==> config.mk <==
export PLATFORM = sky130hd
export DESIGN_NAME = oledbw_pwrseq
export DESIGN_NICKNAME = d
export VERILOG_FILES = /design/src/rtl/oledbw_pkg.sv /design/src/rtl/oledbw_seqrom.sv /design/src/rtl/oledbw_pwrseq.sv
export SDC_FILE = /design/constraint.sdc
export NUM_CORES = 1
export LEC_CHECK = 0
export ABC_AREA = 1
export BUFFER_PORTS_ARGS = -buffer_cell sky130_fd_sc_hd__buf_4
export CAP_MARGIN = 10
export CORE_MARGIN = 3
export CORE_UTILIZATION = 55
export CTS_BUF_LIST = sky130_fd_sc_hd__clkbuf_2 sky130_fd_sc_hd__clkbuf_4 sky130_fd_sc_hd__clkbuf_8
export CTS_CLUSTER_DIAMETER = 40
export CTS_CLUSTER_SIZE = 20
export DETAILED_ROUTE_END_ITERATION = 16
export HOLD_SLACK_MARGIN = 0.06
export PLACE_DENSITY_LB_ADDON = 0.12
export SLEW_MARGIN = 40
export SYNTH_ARGS = -nofsm -noshare
export SYNTH_HDL_FRONTEND = slang
export SYNTH_SLANG_ARGS = --single-unit
==> constraint.sdc <==
create_clock -name i_clk -period 5.6 [get_ports i_clk]
set_clock_uncertainty 0.15 [all_clocks]
set_input_delay 0.28 -clock i_clk [delete_from_list [all_inputs] [get_ports i_clk]]
set_output_delay 0.28 -clock i_clk [all_outputs]
set_load 0.02 [all_outputs]
==> src/rtl/oledbw_pkg.sv <==
// Shared types for the OLED power sequencer: script entry codes, FSM states,
// entry width and the shutdown script base index.
package oledbw_pkg;

  localparam int         ENTRY_W   = 36;
  localparam logic [4:0] SHUT_BASE = 5'd16;

  typedef enum logic [1:0] {
    TY_WR  = 2'd0,
    TY_DLY = 2'd1,
    TY_RSV = 2'd2,
    TY_END = 2'd3
  } entry_type_e;

  typedef enum logic [2:0] {
    ST_IDLE,
    ST_FETCH,
    ST_ISSUE,
    ST_ACKWAIT,
    ST_GUARD,
    ST_IDLEWAIT,
    ST_DELAY
  } state_e;

  function automatic logic [ENTRY_W-1:0] mk_entry(entry_type_e ty, logic [1:0] addr,
                                                  logic [31:0] data);
    return {ty, addr, data};
  endfunction

endpackage

==> src/rtl/oledbw_seqrom.sv <==
// Script ROM for the OLED power sequencer, one-cycle registered read.
// The shutdown script at SHUT_BASE exists only with OLEDSEQ_SHUTDOWN_EN.
module oledbw_seqrom
  import oledbw_pkg::*;
(
  input  logic               i_clk,
  input  logic [4:0]         i_idx,
  output logic [ENTRY_W-1:0] o_entry
);

  logic [ENTRY_W-1:0] rom_d;

  always_comb begin
    rom_d = mk_entry(TY_END, 2'd0, 32'd0);
    case (i_idx)
      5'd0:  rom_d = mk_entry(TY_WR,  2'd3, 32'h0007_0001);
      5'd1:  rom_d = mk_entry(TY_DLY, 2'd0, 32'd1);
      5'd2:  rom_d = mk_entry(TY_WR,  2'd3, 32'h0004_0004);
      5'd3:  rom_d = mk_entry(TY_DLY, 2'd0, 32'd1);
      5'd4:  rom_d = mk_entry(TY_WR,  2'd0, 32'h0000_00AE);
      5'd5:  rom_d = mk_entry(TY_WR,  2'd0, 32'h0001_8D14);
      5'd6:  rom_d = mk_entry(TY_WR,  2'd0, 32'h0001_D9F1);
      5'd7:  rom_d = mk_entry(TY_WR,  2'd3, 32'h0002_0002);
      5'd8:  rom_d = mk_entry(TY_DLY, 2'd0, 32'd100);
      5'd9:  rom_d = mk_entry(TY_WR,  2'd0, 32'h0000_00AF);
`ifdef OLEDSEQ_SHUTDOWN_EN
      5'd16: rom_d = mk_entry(TY_WR,  2'd0, 32'h0000_00AE);
      5'd17: rom_d = mk_entry(TY_WR,  2'd3, 32'h0002_0000);
      5'd18: rom_d = mk_entry(TY_DLY, 2'd0, 32'd100);
      5'd19: rom_d = mk_entry(TY_WR,  2'd3, 32'h0001_0000);
`endif
      default: ;
    endcase
  end

  always_ff @(posedge i_clk) begin
    o_entry <= rom_d;
  end

endmodule

==> src/rtl/oledbw_pwrseq.sv <==
// OLED power-up/shutdown sequencer: Wishbone master replaying a script ROM.
// Shutdown script and pending-shutdown flag require OLEDSEQ_SHUTDOWN_EN.
//
// state       | meaning
// IDLE        | port released to CPU, waiting for start/shutdown
// FETCH       | ROM entry valid, latch addr/data and branch on type
// ISSUE       | single-cycle strobe
// ACKWAIT     | waiting for controller ack (no timeout)
// GUARD       | GUARD cycles before i_int is trusted
// IDLEWAIT    | waiting for controller idle
// DELAY       | counting units x DLY_UNIT cycles
module oledbw_pwrseq
  import oledbw_pkg::*;
#(
  parameter int DLY_UNIT = 100000,
  parameter int DLY_BITS = 8,
  parameter int GUARD    = 2
) (
  input  logic        i_clk,
  input  logic        i_reset,
  input  logic        i_start,
  input  logic        i_shutdown,
  output logic        o_stb,
  output logic        o_we,
  output logic [1:0]  o_addr,
  output logic [31:0] o_data,
  input  logic        i_ack,
  input  logic        i_int,
  output logic        o_busy,
  output logic        o_ready
);

  localparam int TICK_W = (DLY_UNIT > 1) ? $clog2(DLY_UNIT) : 1;
  localparam int GRD_W  = (GUARD > 1) ? $clog2(GUARD) : 1;
  localparam logic [TICK_W-1:0] TICK_LAST = TICK_W'(DLY_UNIT - 1);
  localparam logic [GRD_W-1:0]  GRD_LAST  = GRD_W'(GUARD - 1);

  state_e              state_q, state_d;
  logic [4:0]          pc_q, pc_d;
  logic [1:0]          addr_q, addr_d;
  logic [31:0]         data_q, data_d;
  logic                ready_q, ready_d;
  logic [GRD_W-1:0]    gcnt_q, gcnt_d;
  logic [DLY_BITS-1:0] units_q, units_d;
  logic [TICK_W-1:0]   tick_q, tick_d;
  logic                pend_q, pend_d;

  logic [ENTRY_W-1:0]  rom_entry;
  entry_type_e         rom_type;
  logic [1:0]          rom_addr;
  logic [31:0]         rom_data;

  // ROM is addressed with next-pc so the entry is ready during FETCH.
  oledbw_seqrom u_rom (
    .i_clk   (i_clk),
    .i_idx   (pc_d),
    .o_entry (rom_entry)
  );

  assign rom_type = entry_type_e'(rom_entry[35:34]);
  assign rom_addr = rom_entry[33:32];
  assign rom_data = rom_entry[31:0];

`ifdef OLEDSEQ_SHUTDOWN_EN
  logic shut_go;
  assign shut_go = ready_q && (i_shutdown || pend_q);
`else
  logic unused_shutdown;
  assign unused_shutdown = i_shutdown;
`endif

  always_comb begin
    state_d = state_q;
    pc_d    = pc_q;
    addr_d  = addr_q;
    data_d  = data_q;
    ready_d = ready_q;
    gcnt_d  = gcnt_q;
    units_d = units_q;
    tick_d  = tick_q;
    pend_d  = pend_q;

    case (state_q)
      ST_IDLE: begin
        if (i_start && !ready_q) begin
          state_d = ST_FETCH;
          pc_d    = 5'd0;
        end
`ifdef OLEDSEQ_SHUTDOWN_EN
        else if (shut_go) begin
          state_d = ST_FETCH;
          pc_d    = SHUT_BASE;
          pend_d  = 1'b0;
        end
`endif
      end
      ST_FETCH: begin
        addr_d = rom_addr;
        data_d = rom_data;
        case (rom_type)
          TY_WR: state_d = ST_ISSUE;
          TY_DLY: begin
            if (rom_data[DLY_BITS-1:0] == '0) begin
              pc_d = pc_q + 5'd1;
            end else begin
              state_d = ST_DELAY;
              units_d = rom_data[DLY_BITS-1:0];
              tick_d  = TICK_LAST;
            end
          end
          default: begin
            state_d = ST_IDLE;
`ifdef OLEDSEQ_SHUTDOWN_EN
            ready_d = !ready_q;
`else
            ready_d = 1'b1;
`endif
          end
        endcase
      end
      ST_ISSUE: begin
        if (i_ack) begin
          state_d = ST_GUARD;
          gcnt_d  = GRD_LAST;
        end else begin
          state_d = ST_ACKWAIT;
        end
      end
      ST_ACKWAIT: begin
        if (i_ack) begin
          state_d = ST_GUARD;
          gcnt_d  = GRD_LAST;
        end
      end
      ST_GUARD: begin
        if (gcnt_q == '0) state_d = ST_IDLEWAIT;
        else              gcnt_d  = gcnt_q - GRD_W'(1);
      end
      ST_IDLEWAIT: begin
        if (i_int) begin
          state_d = ST_FETCH;
          pc_d    = pc_q + 5'd1;
        end
      end
      ST_DELAY: begin
        if (tick_q == '0) begin
          if (units_q == DLY_BITS'(1)) begin
            state_d = ST_FETCH;
            pc_d    = pc_q + 5'd1;
          end else begin
            units_d = units_q - DLY_BITS'(1);
            tick_d  = TICK_LAST;
          end
        end else begin
          tick_d = tick_q - TICK_W'(1);
        end
      end
      default: state_d = ST_IDLE;
    endcase

`ifdef OLEDSEQ_SHUTDOWN_EN
    // Shutdown requested while powering up is replayed right after END.
    if (i_shutdown && state_q != ST_IDLE && !ready_q) pend_d = 1'b1;
`else
    pend_d = 1'b0;
`endif
  end

  always_ff @(posedge i_clk) begin
    if (i_reset) begin
      state_q <= ST_IDLE;
      pc_q    <= '0;
      addr_q  <= '0;
      data_q  <= '0;
      ready_q <= 1'b0;
      gcnt_q  <= '0;
      units_q <= '0;
      tick_q  <= '0;
      pend_q  <= 1'b0;
    end else begin
      state_q <= state_d;
      pc_q    <= pc_d;
      addr_q  <= addr_d;
      data_q  <= data_d;
      ready_q <= ready_d;
      gcnt_q  <= gcnt_d;
      units_q <= units_d;
      tick_q  <= tick_d;
      pend_q  <= pend_d;
    end
  end

  assign o_stb   = (state_q == ST_ISSUE);
  assign o_we    = (state_q == ST_ISSUE);
  assign o_addr  = addr_q;
  assign o_data  = data_q;
  assign o_busy  = (state_q != ST_IDLE);
  assign o_ready = ready_q;

endmodule

==> reports/qor.csv, run 1 <==
stage,metric,value,unit
synth,syn_area,3420,um^2
grt,grt_pass1_wl,11.8,mm
clock_tree,clk_latency,0.34,ns
detailed_routing,drt_iter0_markers,163,
detailed_routing,viasPerCell,5.13,
timing,setup_viol,0,
floorplanning,start_util,0.574,
place,routabilityCongestion,0.928,
min_path,whs_path_depth,3,
detailed_routing,drc,0,
setup_path,reg2reg_from,tick_q[0],
power_and_ir_drop,ir_drop,293,uV
grt,antenna_found_initial,0,
setup_path,r2r_slack,2.70,ns
min_path,min_from,i_ack,
grt,overflow,0,
grt,grt_max_degree,24,
detailed_routing,ant_nets,0,
final_layout,antenna-diode-count,0,
place,io_buffers,27,
synth,async_flop_share,0,
timing,period_share,0.518,
clock_tree,holdBufCountCts,0,
synth,post-synth-top-area-cell,dfxtp_1,
detailed_routing,drtPass1Iterations,4,
power_and_ir_drop,total_power,2.22,mW
floorplanning,die-height,84.9,um
run_status,status,"finished, final reports clean",
synth,synth.distinct_cells,40,
detailed_routing,post_drt_wl_per_cell,12.3,um
run,maxCapViolCount,0,
floorplanning,coreArea,5960,um^2
setup_path,cp_data_required_time,5.68,ns
synth,synth.area.top_cells,"dfxtp_1, nand2_1, nor2_1",
timing,fin_crit,2.90,ns
detailed_routing,drt-total-wl,6.84,mm
clock_tree,cts_resized,0,
floorplanning,die-area,7200,um^2
clock_tree,root_buffer,clkbuf_8,
synth,synth_edf_count,0,
synth,ys_ff_latch,65,
floorplanning,io_pins,44,
synth,syn_inst,455,
grt,grt_pass1_vias,2720,
min_path,hp-class,primary input to flip-flop,
power_and_ir_drop,power.leakage,1.76,nW
floorplanning,num_rows,28,
setup_path,startpoint_type,flip-flop,
setup_path,crit_type,flip-flop to flip-flop,
clock_tree,postCtsSetupRepairBufs,0,
synth,yosys_warnings,0,
final_layout,drive_gt1_frac,0.195,
clock_tree,clock-sinks,65,
detailed_routing,num_vias,2855,
synth,synth_top_area_frac,0.380,
synth,synth-main-ff-cell,dfxtp_1,
timing,worst_slew_pin_slew,0.598,ns
power_and_ir_drop,p_per_area,588,nW/um^2
setup_path,reg2reg_depth,16,
setup_path,worst_setup_path_end_kind,flip-flop,
clock_tree,clk_path_buf_depth,2,
floorplanning,fp.dieW,84.9,um
timing,setup_tns,0,ns
timing,relSlewSlack,0.601,
timing,rsz0062_at_grt,false,
setup_path,crit_fanout,13,
min_path,holdPathEnd,gcnt_q,
final_layout,final_nets,487,
final_layout,area_growth_syn_to_layout,10.2,%
timing,hold_viol,0,
timing,fmax,345,MHz
setup_path,r2r-end,tick_q[6],
clock_tree,numCtsBuffers,9,
grt,grt_use_total,0.200,
setup_path,arrival,2.98,ns
timing,slew_violations,0,
synth,syn_avg_cell_area,7.52,um^2
place,dpl_worst_slack,2.69,ns
synth,seq_area_frac_synth,0.380,
timing,layout_setup_ws,2.70,ns
clock_tree,cts_tree,built,
place,dp_hpwl,5.14,mm
clock_tree,htreeDepth,3,
clock_tree,cts.clk_slew.worst_paths,0.07,ns
## metrics by stage
stage | instances | instance area [um^2] | util | hold WS [ns]
2_1_floorplan | 469 | 3470 | - | 0.294
3_3_place_gp | 540 | 3570 | 0.600 | 0.314
3_5_place_dp | 540 | 3570 | 0.600 | 0.325
4_1_cts | 556 | 3770 | 0.633 | 0.0867
5_1_grt | 556 | 3770 | 0.633 | 0.146
6_report | 556 | 3770 | 0.633 | 0.100
## metal layers
metal | share of wire | up-vias | GRT usage
li1 | - | 1481 | -
met1 | 0.44 | 1328 | 0.237
met2 | 0.51 | 34 | 0.351
met3 | 0.025 | 12 | 0.0320
met4 | 0.019 | 0 | 0.0978
met5 | 0 | - | 0
## how the worst max path moves through the flow
stage / from / to / slack, ns
after global routing: tick_q[0] / tick_q[6] / 2.45
after detailed placement: state_q[2] / tick_q[6] / 2.69
after CTS: tick_q[0] / tick_q[6] / 2.68
final: tick_q[0] / tick_q[6] / 2.70
after floorplan: tick_q[0] / u_rom.o_entry[34] / 3.51
after global placement: state_q[2] / tick_q[11] / 2.72
## registers in the layout, indices dropped and copies added, names as in the netlist
| register | count |
|---|---|
| o_data | 13 |
| gcnt_q | 1 |
| o_addr | 1 |
| u_rom.o_entry | 16 |
| o_ready | 1 |
| pc_q | 5 |
| units_q | 8 |
| tick_q | 17 |
| state_q | 3 |
## kinds of logic after synthesis
| group | share of synthesized area |
|---|---|
| other cells | 0.00110 |
| flops | 0.380 |
| xor+xnor | 0.0154 |
| compound gates | 0.136 |
| simple gates | 0.330 |
| buf+inv | 0.119 |
| fa+ha+maj | 0.0183 |
## cell usage in the layout (no fill, tap or decap), types with 2 or more instances in the layout
cell,synthesis,layout
a211oi_1,8,8
nor3_1,6,6
o21ai_0,32,32
inv_2,8,8
a221oi_1,3,3
nand4_1,5,5
nor3_2,2,2
clkinvlp_4,0,2
xor2_1,4,4
a31oi_1,7,7
nand3b_1,4,4
nor2_1,68,68
nor2_8,2,2
nand3_2,7,7
nor2_4,5,5
buf_4,21,27
nand3_4,3,3
dfxtp_1,65,65
nor3b_1,2,2
conb_1,1,15
ha_1,5,5
o21ai_1,2,2
nand2_2,6,6
inv_1,48,48
xnor2_1,2,2
nand2_1,69,69
nand2_4,6,6
clkbuf_8,0,9
nor2_2,9,9
nand3_1,17,17
a21oi_1,20,20
## worst max-delay path, cell delays in order, from the launching register on
cell and delay [ns]:
dfxtp_1 0.37, inv_1 0.08, ha_1 0.20, inv_1 0.06, nor2_1 0.04, nand2_1 0.06, nor2_1 0.05, nand2_1 0.14
inv_1 0.07, nand2_2 0.11, nand2_1 0.30, nor2_2 0.50, inv_2 0.23, nand2_1 0.25, inv_1 0.09, o21ai_1 0.08
a21oi_1 0.05
## cell usage after synthesis, types with 5 or more instances
cell and count:
nor2_4 5, nand2_2 6, nand3_2 7, nand2_1 69, nor2_2 9, ha_1 5, nand2_4 6, a211oi_1 8
nor2_1 68, inv_2 8, a21oi_1 20, clkbuf_1 6, nand3_1 17, buf_4 21, nor3_1 6, dfxtp_1 65
nand4_1 5, inv_1 48, o21ai_0 32, a31oi_1 7
## final cells by class
type / instances / area [um^2]
clock inverter: 6 / 67.6
sequential: 65 / 1300
multi-input combinational: 317 / 1760
clock buffer: 10 / 131
inverter: 56 / 210
timing repair buffer: 27 / 203
fill: 554 / 2180
tap: 75 / 93.8
## where the power goes
part	switching, mW	internal (mW)
sequential	0.114	0.601
clock	0.181	0.212
combinational	0.722	0.389
Note: power is estimated with default switching activity, not from simulation.
==> inputs of run 2 (changes only) <==
Settings changed: ABC_AREA 1 to 0.
Clock period 5.6 ns to 2.83 ns, I/O delays scaled along.
==> run 2 against run 1 <==
Net effect: global-route usage rose by 2.3 points; sequential cell count did not move; cell count fell by 4.3%; worst hold slack worse by 0.016 ns; clock power up 130%; count of clock-buffer cells in the layout grew 1; die area is 3.6% lower; fmax is 4.8% higher; combinational power hardly changed; power rose by 41%; core utilization rose by 8.0 points; design area rose by 6.6%; largest cell class unchanged.
==> reports/qor.csv, run 2 <==
stage,metric,value,unit,change
timing,fmax,362,MHz,+4.8%
synth,async_flop_share,0,,unchanged
grt,overflow,0,,unchanged
run,maxCapViolCount,0,,unchanged
setup_path,path_buf_inv,1,,-4
setup_path,crit_fanout,4,,-9
place,dp_cells,509,,-5.7%
floorplanning,start_util,0.583,,+0.00869
detailed_routing,drt_iter0_markers,235,,+44%
clock_tree,clock-sinks,65,,unchanged
clock_tree,root_buffer,clkbuf_8,,
synth,ys_top_cells_by_count,"dfxtp_1, nand2_1, a21oi_1, nor2_1, buf_4",,
setup_path,crit_type,flip-flop to flip-flop,,
place,placed_area,3650,um^2,+2.3%
synth,syn_avg_cell_area,8.18,um^2,+8.8%
final_layout,design_area,4020,um^2,+6.6%
floorplanning,io_pins,44,,unchanged
timing,hold_viol,0,,unchanged
synth,synth_edf_count,0,,unchanged
power_and_ir_drop,p_per_area,780,nW/um^2,+33%
power_and_ir_drop,p_clk_frac,0.286,,+0.109
floorplanning,die-area,6940,um^2,-3.6%
timing,fin_crit,2.77,ns,-0.133 ns
synth,synth.distinct_cells,63,,+57%
final_layout,nFillCells,463,,-16%
clock_tree,clk_latency,0.34,ns,about the same
synth,post-synth-top-area-cell,dfxtp_1,,
synth,synth_most_common_cell,dfxtp_1,,
grt,grt_use_total,0.223,,+0.0232
clock_tree,numCtsBuffers,9,,unchanged
place,dp_hpwl,5.29,mm,+3.1%
power_and_ir_drop,sw_frac_of_total,0.354,,-0.105
synth,synth.area.top_cells,"dfxtp_1, a21oi_1, nand2_1",,
floorplanning,fp.dieW,83.3,um,-1.8%
grt,grt_max_degree,44,,+83%
final_layout,largest-register,tick_q,,
timing,period_share,0.977,,+0.459
synth,synth-simple-area-share,0.272,,-0.0576
final_layout,area_growth_syn_to_layout,22.3,%,
final_layout,layout_common_cells,"buf_4, dfxtp_1, nand2_1",,
clock_tree,clk_path_buf_depth,2,,unchanged
synth,ys_ff_latch,65,,unchanged
synth,syn_inst,402,,-12%
final_layout,final_nets,467,,-4.1%
timing,slew_violations,0,,unchanged
synth,synth_top_family_by_area,simple AND/OR/NAND/NOR gates,,
timing,worst_slew_pin_slew,0.546,ns,-0.0519 ns
synth,synth_top_area_frac,0.396,,+0.0152
detailed_routing,post_drt_wl_per_cell,14.7,um,+19%
synth,synth_xor_area_frac,0.0240,,+0.00860
place,routabilityCongestion,0.894,,-3.7%
timing,setup_viol,0,,unchanged
setup_path,path_cells,buf_6 > or3_4 > or3_4 > or2_4 > a2111o_1 > nor4_4 > nand2_1 > xor2_1 > a21oi_2,,
final_layout,multi_input_area,1850,um^2,+5.0%
final_layout,largest_register_ffs,17,,unchanged
synth,synth_compound_area_frac,0.206,,+0.0701
power_and_ir_drop,p_int,2.03,mW,+69%
setup_path,cp_data_required_time,2.89,ns,-2.79 ns
clock_tree,cts_tree,built,,
detailed_routing,num_vias,2986,,+4.6%
final_layout,stdcell_count,532,,-4.3%
synth,seq_area_frac_synth,0.396,,+0.0152
setup_path,cp_top_family,simple AND/OR/NAND/NOR gates,,
final_layout,seqCellArea,1300,um^2,+0.19%
synth,yosys_warnings,0,,unchanged
grt,grt_pass1_vias,2822,,+3.8%
setup_path,path_common_cell,or3_4,,
setup_path,crit_slowest_cell,or3_4,,
final_layout,antenna-diode-count,0,,unchanged
setup_path,worst_setup_path_end_kind,flip-flop,,
power_and_ir_drop,power.share.sequential,0.358,,+0.036
final_layout,drive_gt1_frac,0.243,,+0.0481
power_and_ir_drop,comb_power_share,0.356,,-0.145
run_status,status,"finished, final reports clean",,
clock_tree,htreeDepth,3,,unchanged
power_and_ir_drop,power.leakage,1.60,nW,-9.1%
timing,rsz0062_at_grt,true,,
synth,synthAdderAreaFrac,0.0190,,+0.000730
timing,hold_slack,0.0845,ns,-0.0158 ns
synth,synthMuxAreaShare,0.00342,,+0.00342
final_layout,final_common_cell,buf_4,,
detailed_routing,ant_nets,0,,unchanged
detailed_routing,drc,0,,unchanged
place,io_buffers,27,,unchanged
power_and_ir_drop,ir_drop,504,uV,+72%
detailed_routing,drtPass1Iterations,6,,+2
detailed_routing,viasPerCell,5.61,,+9.3%
synth,syn_area,3290,um^2,-3.8%
setup_path,startpoint_type,flip-flop,,
setup_path,arrival,2.83,ns,-0.15 ns
synth,synth-main-ff-cell,dfxtp_1,,
final_layout,utilization,0.713,,+0.0796
grt,antenna_found_initial,0,,unchanged
min_path,hp-class,primary input to flip-flop,,
setup_path,max_stage_delay,0.38,ns,-0.12 ns
floorplanning,coreArea,5640,um^2,-5.3%
floorplanning,die-height,83.3,um,-1.8%
power_and_ir_drop,p_switching,1.11,mW,+9.2%
grt,grt_pass1_wl,12.8,mm,+8.1%
detailed_routing,drt-total-wl,7.81,mm,+14%
floorplanning,num_rows,27,,-3.6%
timing,relSlewSlack,0.635,,+0.0341
clock_tree,cts.clk_slew.worst_paths,0.07,ns,about the same
-- run 2: cell count changes after synthesis, sizes merged, moves of 8 or more --
cell / previous run / this run
a21oi: 21 / 43
and2: 0 / 8
clkbuf: 6 / 16
inv: 56 / 8
nand2: 81 / 56
nand3: 27 / 9
nor2: 84 / 43
nor4: 1 / 12
o21ai: 34 / 17
-- run 2: per-stage QoR --
stage	power, mW	worst slack [ns]	setup TNS [ns]
6_report	3.14	0.0650	0
5_1_grt	3.31	-0.0924	-0.398
4_1_cts	3.05	0.0114	0
3_5_place_dp	2.15	0.0207	0
3_3_place_gp	2.13	0.0878	0
2_1_floorplan	1.85	0.327	0
-- run 2: repair_timing --
| item | in CTS | in global routing |
|---|---|---|
| setup endpoints to repair | 1 | 17 |
| hold buffers | 1 | 0 |
| buffers inserted | 0 | 7 |
| endpoints found under the hold margin | 2 | 0 |
| resized for setup | 2 | 14 |
| pin swaps | 0 | 7 |
| cloned | 0 | 0 |
-- run 2: power by group through the flow --
| stage | Sequential (mW) | Clock (mW) | Combinational, mW |
|---|---|---|---|
| global placement | 1.13 | 0 | 0.993 |
| finish | 1.12 | 0.897 | 1.12 |
| floorplan | 1.14 | 0 | 0.705 |
| detailed placement | 1.14 | 0 | 1.01 |
| CTS | 1.12 | 0.908 | 1.03 |
| global route | 1.14 | 0.942 | 1.23 |
-- run 2: cell families (layout without fill, tap and decap cells) --
| family | count (synthesis) | after routing |
|---|---|---|
| adders and majority gates | 5 | 5 |
| DFF | 65 | 65 |
| xor gates and xnor gates | 9 | 9 |
| buffers and inverters | 47 | 91 |
| muxes | 1 | 1 |
| AOI/OAI and AO/OA | 103 | 103 |
| other | 1 | 15 |
| and+or+nand+nor | 171 | 171 |
-- run 2: metal layers --
layer  vias to the layer above  part of all wire  GRT usage
met2                        48              0.53      0.411
met3                        15             0.024     0.0536
met1                      1430              0.43      0.251
met5                         -                 0          0
li1                       1493                 -          -
met4                         0             0.021     0.0713
-- run 2: final cells by class --
class | count | share of cell area
Sequential cell | 65 | 0.324
Tap cell | 72 | 0.0224
Timing Repair Buffer | 68 | 0.129
Clock buffer | 11 | 0.0376
Inverter | 8 | 0.00747
Clock inverter | 4 | 0.0190
Multi-Input combinational cell | 304 | 0.461
-- run 2: worst paths after layout --
| check | slack (ns) | startpoint | depth (start not counted) | to |
|---|---|---|---|---|
| worst min-delay path | 0.08 | i_reset | 2 | o_ready |
| worst min register to register | 0.29 | u_rom.o_entry[14] | 2 | o_data[14] |
| worst max-delay path | 0.06 | tick_q[0] | 9 | tick_q[15] |
| worst max register to register | 0.06 | tick_q[0] | 9 | tick_q[15] |
